## config.mk

```make
export PLATFORM = sky130hd
export DESIGN_NAME = io_input_ctrl
export DESIGN_NICKNAME = d
export VERILOG_FILES = /design/src/rtl/io_input_ctrl.sv
export SDC_FILE = /design/constraint.sdc
export NUM_CORES = 1
export LEC_CHECK = 0
export ABC_AREA = 1
export BUFFER_PORTS_ARGS = -buffer_cell sky130_fd_sc_hd__buf_4
export CAP_MARGIN = 20
export CORE_ASPECT_RATIO = 1.1
export CORE_UTILIZATION = 52
export DETAILED_ROUTE_END_ITERATION = 8
export GPL_ROUTABILITY_DRIVEN = 1
export GPL_TIMING_DRIVEN = 0
export PLACE_DENSITY = 0.75
export REMOVE_ABC_BUFFERS = 1
export SLEW_MARGIN = 30
export SYNTH_ARGS = -nofsm -noshare
export SYNTH_HDL_FRONTEND = slang
export SYNTH_SLANG_ARGS = --single-unit
export TNS_END_PERCENT = 30
```

## constraint.sdc

```tcl
create_clock -name clk -period 0.95 [get_ports clk]
set_input_delay 0.0475 -clock clk [delete_from_list [all_inputs] [get_ports clk]]
set_output_delay 0.0475 -clock clk [all_outputs]
set_load 0.01 [all_outputs]
```

## src/rtl/io_input_ctrl.sv

```systemverilog
// io_input_ctrl: synchronized input channels with a register read port; define IO_INPUT_DEBOUNCE_EN for per-channel debounce.
module io_input_ctrl #(
  parameter int NUM_CH = 3,
  parameter int DATA_W = 32,
  parameter int ADDR_W = 6,
  parameter logic [ADDR_W-1:0] BASE_ADDR = ADDR_W'(6'b110000),
  parameter int DB_CYCLES = 4
) (
  input  logic                     clk,
  input  logic                     rst_n,
  input  logic [ADDR_W-1:0]        sel_addr,
  input  logic                     rd_en,
  input  logic [NUM_CH*DATA_W-1:0] in_data,
  output logic [DATA_W-1:0]        rd_data,
  output logic                     rd_valid,
  output logic                     addr_err
);
  if (int'(BASE_ADDR) + NUM_CH > (1 << ADDR_W) - 1 || NUM_CH < 1 || NUM_CH > 16 || NUM_CH > DATA_W || DB_CYCLES < 1) begin : g_param_err
    $error("io_input_ctrl: illegal parameter combination");
  end
  logic [NUM_CH*DATA_W-1:0] sync1, sync2, stable;
  logic [NUM_CH-1:0] flag, diff, upd, clr;
  logic [ADDR_W-1:0] off;
  logic [DATA_W-1:0] rd_mux, status;
  logic mapped;
  always_comb begin
    off = sel_addr - BASE_ADDR;
    mapped = off <= ADDR_W'(NUM_CH);
    status = '0;
    rd_mux = '0;
    for (int i = 0; i < NUM_CH; i++) begin
      status[i] = flag[i];
      diff[i] = sync2[i*DATA_W +: DATA_W] != stable[i*DATA_W +: DATA_W];
      clr[i] = rd_en && off == ADDR_W'(i);
      rd_mux = off == ADDR_W'(i) ? stable[i*DATA_W +: DATA_W] : rd_mux;
    end
    rd_mux = off == ADDR_W'(NUM_CH) ? status : rd_mux;
  end
`ifdef IO_INPUT_DEBOUNCE_EN
  localparam int CW = DB_CYCLES > 1 ? $clog2(DB_CYCLES) : 1;
  logic [CW-1:0] cnt [NUM_CH];
  always_comb
    for (int i = 0; i < NUM_CH; i++)
      upd[i] = diff[i] && cnt[i] == CW'(DB_CYCLES - 1);
  always_ff @(posedge clk or negedge rst_n)
    if (!rst_n)
      for (int i = 0; i < NUM_CH; i++) cnt[i] <= '0;
    else
      for (int i = 0; i < NUM_CH; i++) cnt[i] <= (!diff[i] || upd[i]) ? '0 : cnt[i] + 1'b1;
`else
  assign upd = diff;
`endif
  // A load that changes stable sets the flag even when a read clears it the same edge.
  always_ff @(posedge clk or negedge rst_n)
    if (!rst_n) begin
      sync1 <= '0;
      sync2 <= '0;
      stable <= '0;
      flag <= '0;
      rd_data <= '0;
      rd_valid <= 1'b0;
      addr_err <= 1'b0;
    end else begin
      sync1 <= in_data;
      sync2 <= sync1;
      rd_valid <= rd_en;
      addr_err <= rd_en && !mapped;
      if (rd_en) rd_data <= rd_mux;
      for (int i = 0; i < NUM_CH; i++) begin
        if (upd[i]) stable[i*DATA_W +: DATA_W] <= sync2[i*DATA_W +: DATA_W];
        flag[i] <= upd[i] | (flag[i] & ~clr[i]);
      end
    end
endmodule

```

Word level (Yosys, flattened, before mapping)
Cells that the tools add are included.
{"block": "word_totals", "regBits": 325, "inputBits": 105, "out_inout_bits": 34, "wordCells": 36}
{"block": "classes", "addsub": 1, "n_lt_le_gt_ge": 1, "n_eq_ne": 6, "mux": 4, "bitwise": 9, "n_reduce_logical": 6}
{"op": "$mux W32", "count": 4}
{"op": "$ne A32 B32 Y1", "count": 3}
{"op": "$eq A6 B2 Y1 const B", "count": 2}
{"op": "$eq A6 B1 Y1 const B", "count": 1}
{"op": "$le A6 B2 Y1 const B", "count": 1}
{"op": "$logic_not A6 Y1", "count": 1}
{"op": "$sub A6 B6 Y6 const B", "count": 1}
{"op": "$logic_and A1 B1 Y1", "count": 4}
{"op": "$and A1 B1 Y1", "count": 3}
{"op": "$not A1 Y1", "count": 3}
{"op": "$or A1 B1 Y1", "count": 3}
{"op": "$logic_not A1 Y1", "count": 1}

Depth between registers and ports, before layout
Gate-level depths: netlist (run 1).
{"block": "depth", "word_depth": 6, "ltp_mapped": 10, "ltp_nobuf": 9}

Least setup slack after synthesis (run 1)
OpenSTA, ideal clock, no wires.
{"block": "synth_timing", "kind": "input-to-reg", "start": "input sel_addr[4]", "end": "register flag[0]", "setup_ps": 125, "t_arrival_ps": 858, "required_time_ps": 825, "slack_ps": -34, "cell_stages": 7, "path_buffers": 2, "path_cell_list": "nand2_1 > nor2_2 > buf_2 > buf_4 > nand2_1 > o21ai_1 > nand3_1"}
{"block": "synth_between", "elab_chain_cells": 6}
{"item": "from (decl)", "line": "11", "text": "input logic [ADDR_W-1:0] sel_addr,"}
{"item": "$sub A6 B6 Y6", "line": "27", "text": "off = sel_addr - BASE_ADDR;"}
{"item": "$logic_not A6 Y1", "line": "34", "text": "clr[i] = rd_en && off == ADDR_W'(i);"}
{"item": "$logic_and A1 B1 Y1", "line": "34"}
{"item": "$not A1 Y1", "line": "71", "text": "flag[i] <= upd[i] | (flag[i] & ~clr[i]);"}
{"item": "$and A1 B1 Y1", "line": "71"}
{"item": "$or A1 B1 Y1", "line": "71"}
{"item": "to (signal, indexed assignment)", "line": "71"}
{"item": "to (decl)", "line": "22", "text": "logic [NUM_CH-1:0] flag, diff, upd, clr;"}
Every way passes these cells.
A chain may end at the register's enable or synchronous reset.

Worst setup path in the final report (run 1)
{"block": "layout_timing", "start": "register stable[72]", "end": "register flag[2]"}
{"block": "layout_between", "elab_chain_cells": 2}
{"item": "from (decl)", "line": "21", "text": "logic [NUM_CH*DATA_W-1:0] sync1, sync2, stable;"}
{"item": "from (signal, indexed assignment)", "line": "70", "text": "if (upd[i]) stable[i*DATA_W +: DATA_W] <= sync2[i*DATA_W +: DATA_W];"}
{"item": "$ne A32 B32 Y1", "line": "33", "text": "diff[i] = sync2[i*DATA_W +: DATA_W] != stable[i*DATA_W +: DATA_W];"}
{"item": "$or A1 B1 Y1", "line": "71"}
Every way passes these cells.

==> results.sh, run 1 <==
export IMPL_run_status="complete, but fails checks"
export IMPL_violations="hold timing, setup timing"
export IMPL_antenna_violations_before_repair=0
export IMPL_dieHeight_um=157
export IMPL_critical_path_n_buffers_inverters=0
export IMPL_cp_max_fo=2
export IMPL_syn_mean_instance_area_um2=10.9
export IMPL_synth_yosys_seq_area_share=0.716
export IMPL_filler_cell_count=1466
export IMPL_synth_commonest_cells="325 x dfrtp_1, 277 x nand2_1, 105 x clkbuf_1"
export IMPL_post_route_util=0.700
export IMPL_ys_top_cells_by_area="dfrtp_1 72%, nand2_1 9.2%, xnor2_1 4.9%"
export IMPL_synth_cells=1038
export IMPL_final_critical_path_setup_slack_ns=-0.370
export IMPL_crit_path_max_incr_delay_ns=0.41
export IMPL_num_cts_buffers=31
export IMPL_data_arrival_time_at_the_worst_slack_endpoint_ns=1.74
export IMPL_rr_startpoint="stable[72]"
export IMPL_synth_edf_count=0
export IMPL_area_growth_pct=31.8
export IMPL_critPathTopFamily="simple AND/OR/NAND/NOR gates"
export IMPL_synth_ff_type="dfrtp_1"
export IMPL_grt_start_max_net_pins=93
export IMPL_vias_per_cell=4.77
export IMPL_grt_util_all_layers=0.239
export IMPL_yosys_cell_count_top_type="dfrtp_1"
export IMPL_route_layer_met1_wl_um=10300
export IMPL_ir_worst_vdd_mv=1.46
export IMPL_gp_congestion=0.744
export IMPL_report_final_slew_viol_count=0
export IMPL_r2r_worst_path_cells=6
export IMPL_route_detailed_wl_per_inst_um=16.6
export IMPL_yosysUniqueCellTypes=18
export IMPL_final_wl_um=25400
export IMPL_syn_cell_area_um2=11400
export IMPL_switching_share=0.226
export IMPL_relSlewSlack=0.506
export IMPL_power_switching_mw=6.65
export IMPL_fp_dieArea_um2=22400
export IMPL_critical_path_slowest_cell="dfrtp_1"
export IMPL_tightestPinTransition_ns=0.739
export IMPL_setup_crit_path_kind="reg2reg"
export IMPL_critPathLaunchType="flip-flop"
export IMPL_first_drt_pass_iteration_count=4
export IMPL_rows=56
export IMPL_netlist_area_leader_share=0.716
export IMPL_p_per_area_nw_per_um2=1960
export IMPL_timing_critical_path_cells="xnor2_2, nand2_1, nor2_2, nand2_1, nor2_2, nand3_1"
export IMPL_route_antenna_remaining_nets=0
export IMPL_io_buffer_count=138
export IMPL_clock_latency_ns=0.55
export IMPL_layout_skew_ns=0.0204
export IMPL_count_of_hold_fix_buffers_inserted_at_cts=99
export IMPL_fin_crit_ns=1.32
export IMPL_max_clock_path_buffers=3
export IMPL_comb_pwr_share=0.072
export IMPL_drc=0
export IMPL_post_dp_hpwl_um=14300
export IMPL_power_static_leakage_nw=7.22
export IMPL_fraction_of_layout_cells_with_a_size_suffix_above_1=0.213
export IMPL_count_of_synthesis_stage_warnings_from_yosys=0
export IMPL_die_width_um=143
export IMPL_tritoncts="done"
export IMPL_pwr_share_seq=0.508
export IMPL_cts_max_level=1
export IMPL_cap_viol_max_count=0
export IMPL_detailroute_via_count=7313
export IMPL_routed_top_layer="met4"
export IMPL_grt_setup_unrepaired="yes"
export IMPL_clkSinkCount=325
export IMPL_grt_overflow_total=0
export IMPL_nets=1324
export IMPL_whs_ns=-0.492
export IMPL_root_buffer="clkbuf_16"
export IMPL_worstHoldPathType="in2async"
export IMPL_timing_fmax_mhz=758
export IMPL_worst_r2r_setup_slack_ns=-0.37
export IMPL_crit_required_ns=1.37
export IMPL_synth_ff_latch_count=325
export IMPL_power_frac_clock=0.420
export IMPL_clkSlewWorstSetupHoldPaths_ns=0.06
export IMPL_wl_met3_um=1050
export IMPL_global_route_wire_length_before_repair_um=40200
export IMPL_starting_density_of_the_core=0.531
export IMPL_timing_final_hold_violations=183
export IMPL_final_min_period_over_clock_period=1.39
export IMPL_io_pins=139
export IMPL_endpoint_kind="flip-flop"
export IMPL_reg2reg_to="flag[2]"
export IMPL_async_reset_ff_frac=1.00
export IMPL_wl_met2_um=13400
export IMPL_core_area_um2=21400
export IMPL_synth_area_leader_cell="dfrtp_1"
export IMPL_p_int_mw=22.7
export IMPL_vias_in_the_first_global_route=7820
export IMPL_report_final_setup_viol=40
export IMPL_drt_iter0_drc=292
==> worst max path at each step <==
stage / startpoint / to / slack, ns / cells past startpoint
final: stable[72] / flag[2] / -0.37 / 6
after global routing: stable[72] / flag[2] / -0.39 / 6
after CTS: sync2[23] / flag[0] / -0.28 / 6
after detailed placement: sel_addr[4] / rd_data[12] / -1.33 / 10
after global placement: rst_n / stable[28] / -2.93 / 1
after floorplan: sel_addr[4] / flag[1] / -1.21 / 5
==> per-layer routing <==
metal / vias to the layer above / track usage
met2: 180 / 0.429
met4: 0 / 0.0758
met5: - / 0
li1: 3454 / -
met3: 54 / 0.0362
met1: 3625 / 0.296
==> power groups by stage <==
stage,logic [mW],registers [mW],clock network (mW)
CTS,2.07,14.9,12.5
finish,2.12,14.9,12.3
floorplan,0.620,15.1,0
detailed placement,1.62,15.2,0
global placement,1.48,15.1,0
global route,2.35,15.0,13.1
==> through the flow <==
| step | TNS [ns] | power (mW) | area (um^2) | instances | setup slack [ns] |
|---|---|---|---|---|---|
| after floorplan | -32.35 | 15.7 | 10900 | 918 | -1.21 |
| after global placement | -1016.03 | 16.6 | 12300 | 1346 | -2.93 |
| final | -6.68 | 29.4 | 15000 | 1534 | -0.370 |
| after CTS | -7.37 | 29.5 | 14800 | 1524 | -0.282 |
| after detailed placement | -54.37 | 16.8 | 12500 | 1353 | -1.33 |
| after global routing | -8.40 | 30.4 | 15000 | 1533 | -0.394 |
==> kinds of logic after synthesis <==
kind of cell / share of synthesized area
AOI/OAI and AO/OA: 0.00793
buffers and inverters: 0.0653
and+or+nand+nor: 0.162
DFF: 0.716
xor gates and xnor gates: 0.0486
==> layout make-up <==
type | count | area [um^2] | share of cell area
flip-flops and latches | 325 | 8130 | 0.543
multi-input cells | 524 | 2640 | 0.177
repair buffers | 265 | 2520 | 0.169
clock buffers | 40 | 850 | 0.0568
well taps | 290 | 363 | 0.0242
inverters | 72 | 273 | 0.0182
clock inverters | 17 | 176 | 0.0118
diodes | 1 | 2.50 | 0.000167
==> state kept, by name (all words and copies together), names as in the netlist <==
name,flops
rd_data,32
sync1,96
addr_err,1
sync2,96
rd_valid,1
stable,96
flag,3
==> layout by cell type, fill, tap and decap left out, drive strengths merged <==
master,n
bufinv,3
nor2,68
nand3,81
nand2,277
o21ai,3
clkinvlp,5
clkbuf,40
dfrtp,325
xnor2,63
dlygate4sd3,97
nand4,3
nor3,1
clkinv,8
dlymetal6s4s,1
buf,167
inv,73
diode,1
and2,18
o211ai,10
==> what timing repair did <==
item	in CTS	in global routing
setup buffers	12	9
cloned	3	0
hold endpoints to repair	293	111
endpoints found under the setup margin	69	62
pin swaps	18	22
gates resized for setup	57	20
Power figures use the tool's default switching activity.
==> run 2: changes to the inputs <==
Settings changed: PLACE_DENSITY 0.75 to not set, PLACE_DENSITY_LB_ADDON set to 0.08.
==> run 2 against run 1 <==
  * The run still ends with hold timing, setup timing left
  * Count of clock-buffer cells in the layout up 3
  * Non-clock buffer count down 8
  * Clock skew down 0.011 ns
  * Setup slack better by 0.12 ns
  * Register-to-register slack better by 0.12 ns
  * Highest routed layer unchanged
  * Utilization down 0.19 points
  * Via count down 3.5%
  * Combinational power down 4%
  * Design area down 0.27%
  * Maximum frequency up 10%
  * Routed wire length down 8.9%
==> results.sh, run 2 (synthesized netlist as in run 1, its figures left out) <==
export IMPL_fin_crit_ns=1.20
export IMPL_report_final_slew_viol_count=0
export IMPL_max_clock_path_buffers=3
export IMPL_crit_required_ns=1.37
export IMPL_worst_r2r_setup_slack_ns=-0.25
export IMPL_nets=1315
export IMPL_timing_fmax_mhz=836
export IMPL_root_buffer="clkbuf_16"
export IMPL_route_antenna_remaining_nets=0
export IMPL_gp_congestion=0.733
export IMPL_final_critical_path_setup_slack_ns=-0.246
export IMPL_antenna_violations_before_repair=0
export IMPL_grt_start_max_net_pins=91
export IMPL_violations="hold timing, setup timing"
export IMPL_fraction_of_layout_cells_with_a_size_suffix_above_1=0.197
export IMPL_grt_setup_unrepaired="yes"
export IMPL_data_arrival_time_at_the_worst_slack_endpoint_ns=1.62
export IMPL_layout_skew_ns=0.00975
export IMPL_fp_dieArea_um2=22400
export IMPL_place_inst=1353
export IMPL_dieHeight_um=157
export IMPL_setup_crit_path_kind="reg2reg"
export IMPL_endpoint_kind="flip-flop"
export IMPL_run_status="complete, but fails checks"
export IMPL_critPathLaunchType="flip-flop"
export IMPL_timing_final_hold_violations=188
export IMPL_layout_cells_most_common="dfrtp_1"
export IMPL_reg2reg_to="flag[0]"
export IMPL_instances_no_fill=1523
export IMPL_area_growth_pct=31.4
export IMPL_clkSinkCount=325
export IMPL_cap_viol_max_count=0
export IMPL_final_min_period_over_clock_period=1.26
export IMPL_io_buffer_count=138
export IMPL_grt_overflow_total=0
export IMPL_starting_density_of_the_core=0.531
export IMPL_r2r_worst_path_cells=6
export IMPL_tightestPinTransition_ns=0.746
export IMPL_tritoncts="done"
export IMPL_route_detailed_wl_per_inst_um=15.2
export IMPL_clock_latency_ns=0.55
export IMPL_drt_iter0_drc=257
export IMPL_vias_in_the_first_global_route=7284
export IMPL_rows=56
export IMPL_cp_max_fo=2
export IMPL_drc=0
export IMPL_p_per_area_nw_per_um2=2000
export IMPL_power_static_leakage_nw=7.20
export IMPL_report_final_setup_viol=37
export IMPL_relSlewSlack=0.502
export IMPL_worstHoldPathType="in2async"
export IMPL_biggestRegsByFlops="stable: 96 flops, sync1: 96 flops, sync2: 96 flops"
export IMPL_cts_max_level=1
export IMPL_ir_worst_vdd_mv=1.46
export IMPL_commonest_cells_after_routing_fill_and_taps_aside="325 x dfrtp_1, 272 x nand2_1, 116 x buf_4, 97 x dlygate4sd3_1, 81 x nand3_1"
export IMPL_final_wl_um=23100
export IMPL_die_width_um=143
export IMPL_post_layout_total_power_mw=29.8
export IMPL_clkSlewWorstSetupHoldPaths_ns=0.06
export IMPL_post_dp_hpwl_um=13400
export IMPL_io_pins=139
export IMPL_detailroute_via_count=7057
export IMPL_antenna_cells=0
export IMPL_first_drt_pass_iteration_count=4
export IMPL_count_of_hold_fix_buffers_inserted_at_cts=99
export IMPL_vias_per_cell=4.63
export IMPL_core_area_um2=21400
export IMPL_rr_startpoint="sync2[6]"
export IMPL_num_cts_buffers=31
export IMPL_whs_ns=-0.640
export IMPL_grt_util_all_layers=0.218
export IMPL_global_route_wire_length_before_repair_um=37000
==> run 2: cell types whose count changed in the layout (fill, tap and decap cells not counted), moves of 4 or more <==
cell	before	now
clkbuf_8	4	10
buf_4	124	116
clkinv_2	8	4
nand2_2	9	3
nor2_1	42	47
nor2_2	19	13
nand2_1	266	272
==> run 2: cell type report <==
class                      instances  area, um^2
clock buffer                      43         921
clock inverter                    13         184
fill                            1502        6440
inverter                          72         270
multi-input combinational        523        2590
sequential                       325        8130
tap                              290         363
timing repair buffer             257        2460
==> run 2: worst max-delay path: stages, from the launching register on <==
cell	delay (ns)
dfrtp_1	0.39
xnor2_1	0.17
nand2_1	0.08
nor2_2	0.15
nand2_1	0.10
nor2_1	0.11
nand3_1	0.08
==> run 2: stage by stage <==
step           cell area [um^2]  TNS (ns)  utilization  setup WS [ns]
4_1_cts                   14800     -7.17        0.694         -0.296
5_1_grt                   14900     -8.59        0.698         -0.344
2_1_floorplan             10900    -32.35            -          -1.21
3_5_place_dp              12500    -34.10        0.585          -1.36
6_report                  14900     -6.31        0.698         -0.246
3_3_place_gp              12300  -1053.48        0.575          -3.04
==> run 2: report_power, final <==
part	internal [mW]	switching [mW]	leakage, nW	total (mW)
Combinational	1.05	0.979	2.82	2.03
Sequential	14.5	0.390	3.85	14.9
Clock	7.85	5.06	0.543	12.9
Total	23.4	6.43	7.20	29.8
==> run 2: worst max-delay path by stage <==
stage / endpoint / startpoint / slack, ns / depth (start not counted)
after global placement: sync1[22] / rst_n / -3.04 / 1
final: flag[0] / sync2[6] / -0.25 / 6
after floorplan: flag[1] / sel_addr[4] / -1.21 / 5
after global routing: flag[0] / stable[19] / -0.34 / 6
after CTS: flag[2] / sync2[92] / -0.30 / 6
after detailed placement: rd_data[27] / sel_addr[4] / -1.36 / 9
==> run 2: layer usage <==
| metal | GRT usage | up-vias | share of wire |
|---|---|---|---|
| li1 | - | 3438 | - |
| met1 | 0.297 | 3394 | 0.43 |
| met2 | 0.362 | 181 | 0.50 |
| met3 | 0.0356 | 44 | 0.051 |
| met4 | 0.0666 | 0 | 0.025 |
| met5 | 0 | - | 0 |
==> run 2: what timing repair did <==
| action | CTS | global route |
|---|---|---|
| gates cloned | 2 | 0 |
| setup buffers | 5 | 8 |
| setup endpoints to repair | 68 | 65 |
| pin swaps | 9 | 9 |
| hold endpoints to repair | 307 | 188 |
| gates resized for setup | 49 | 12 |
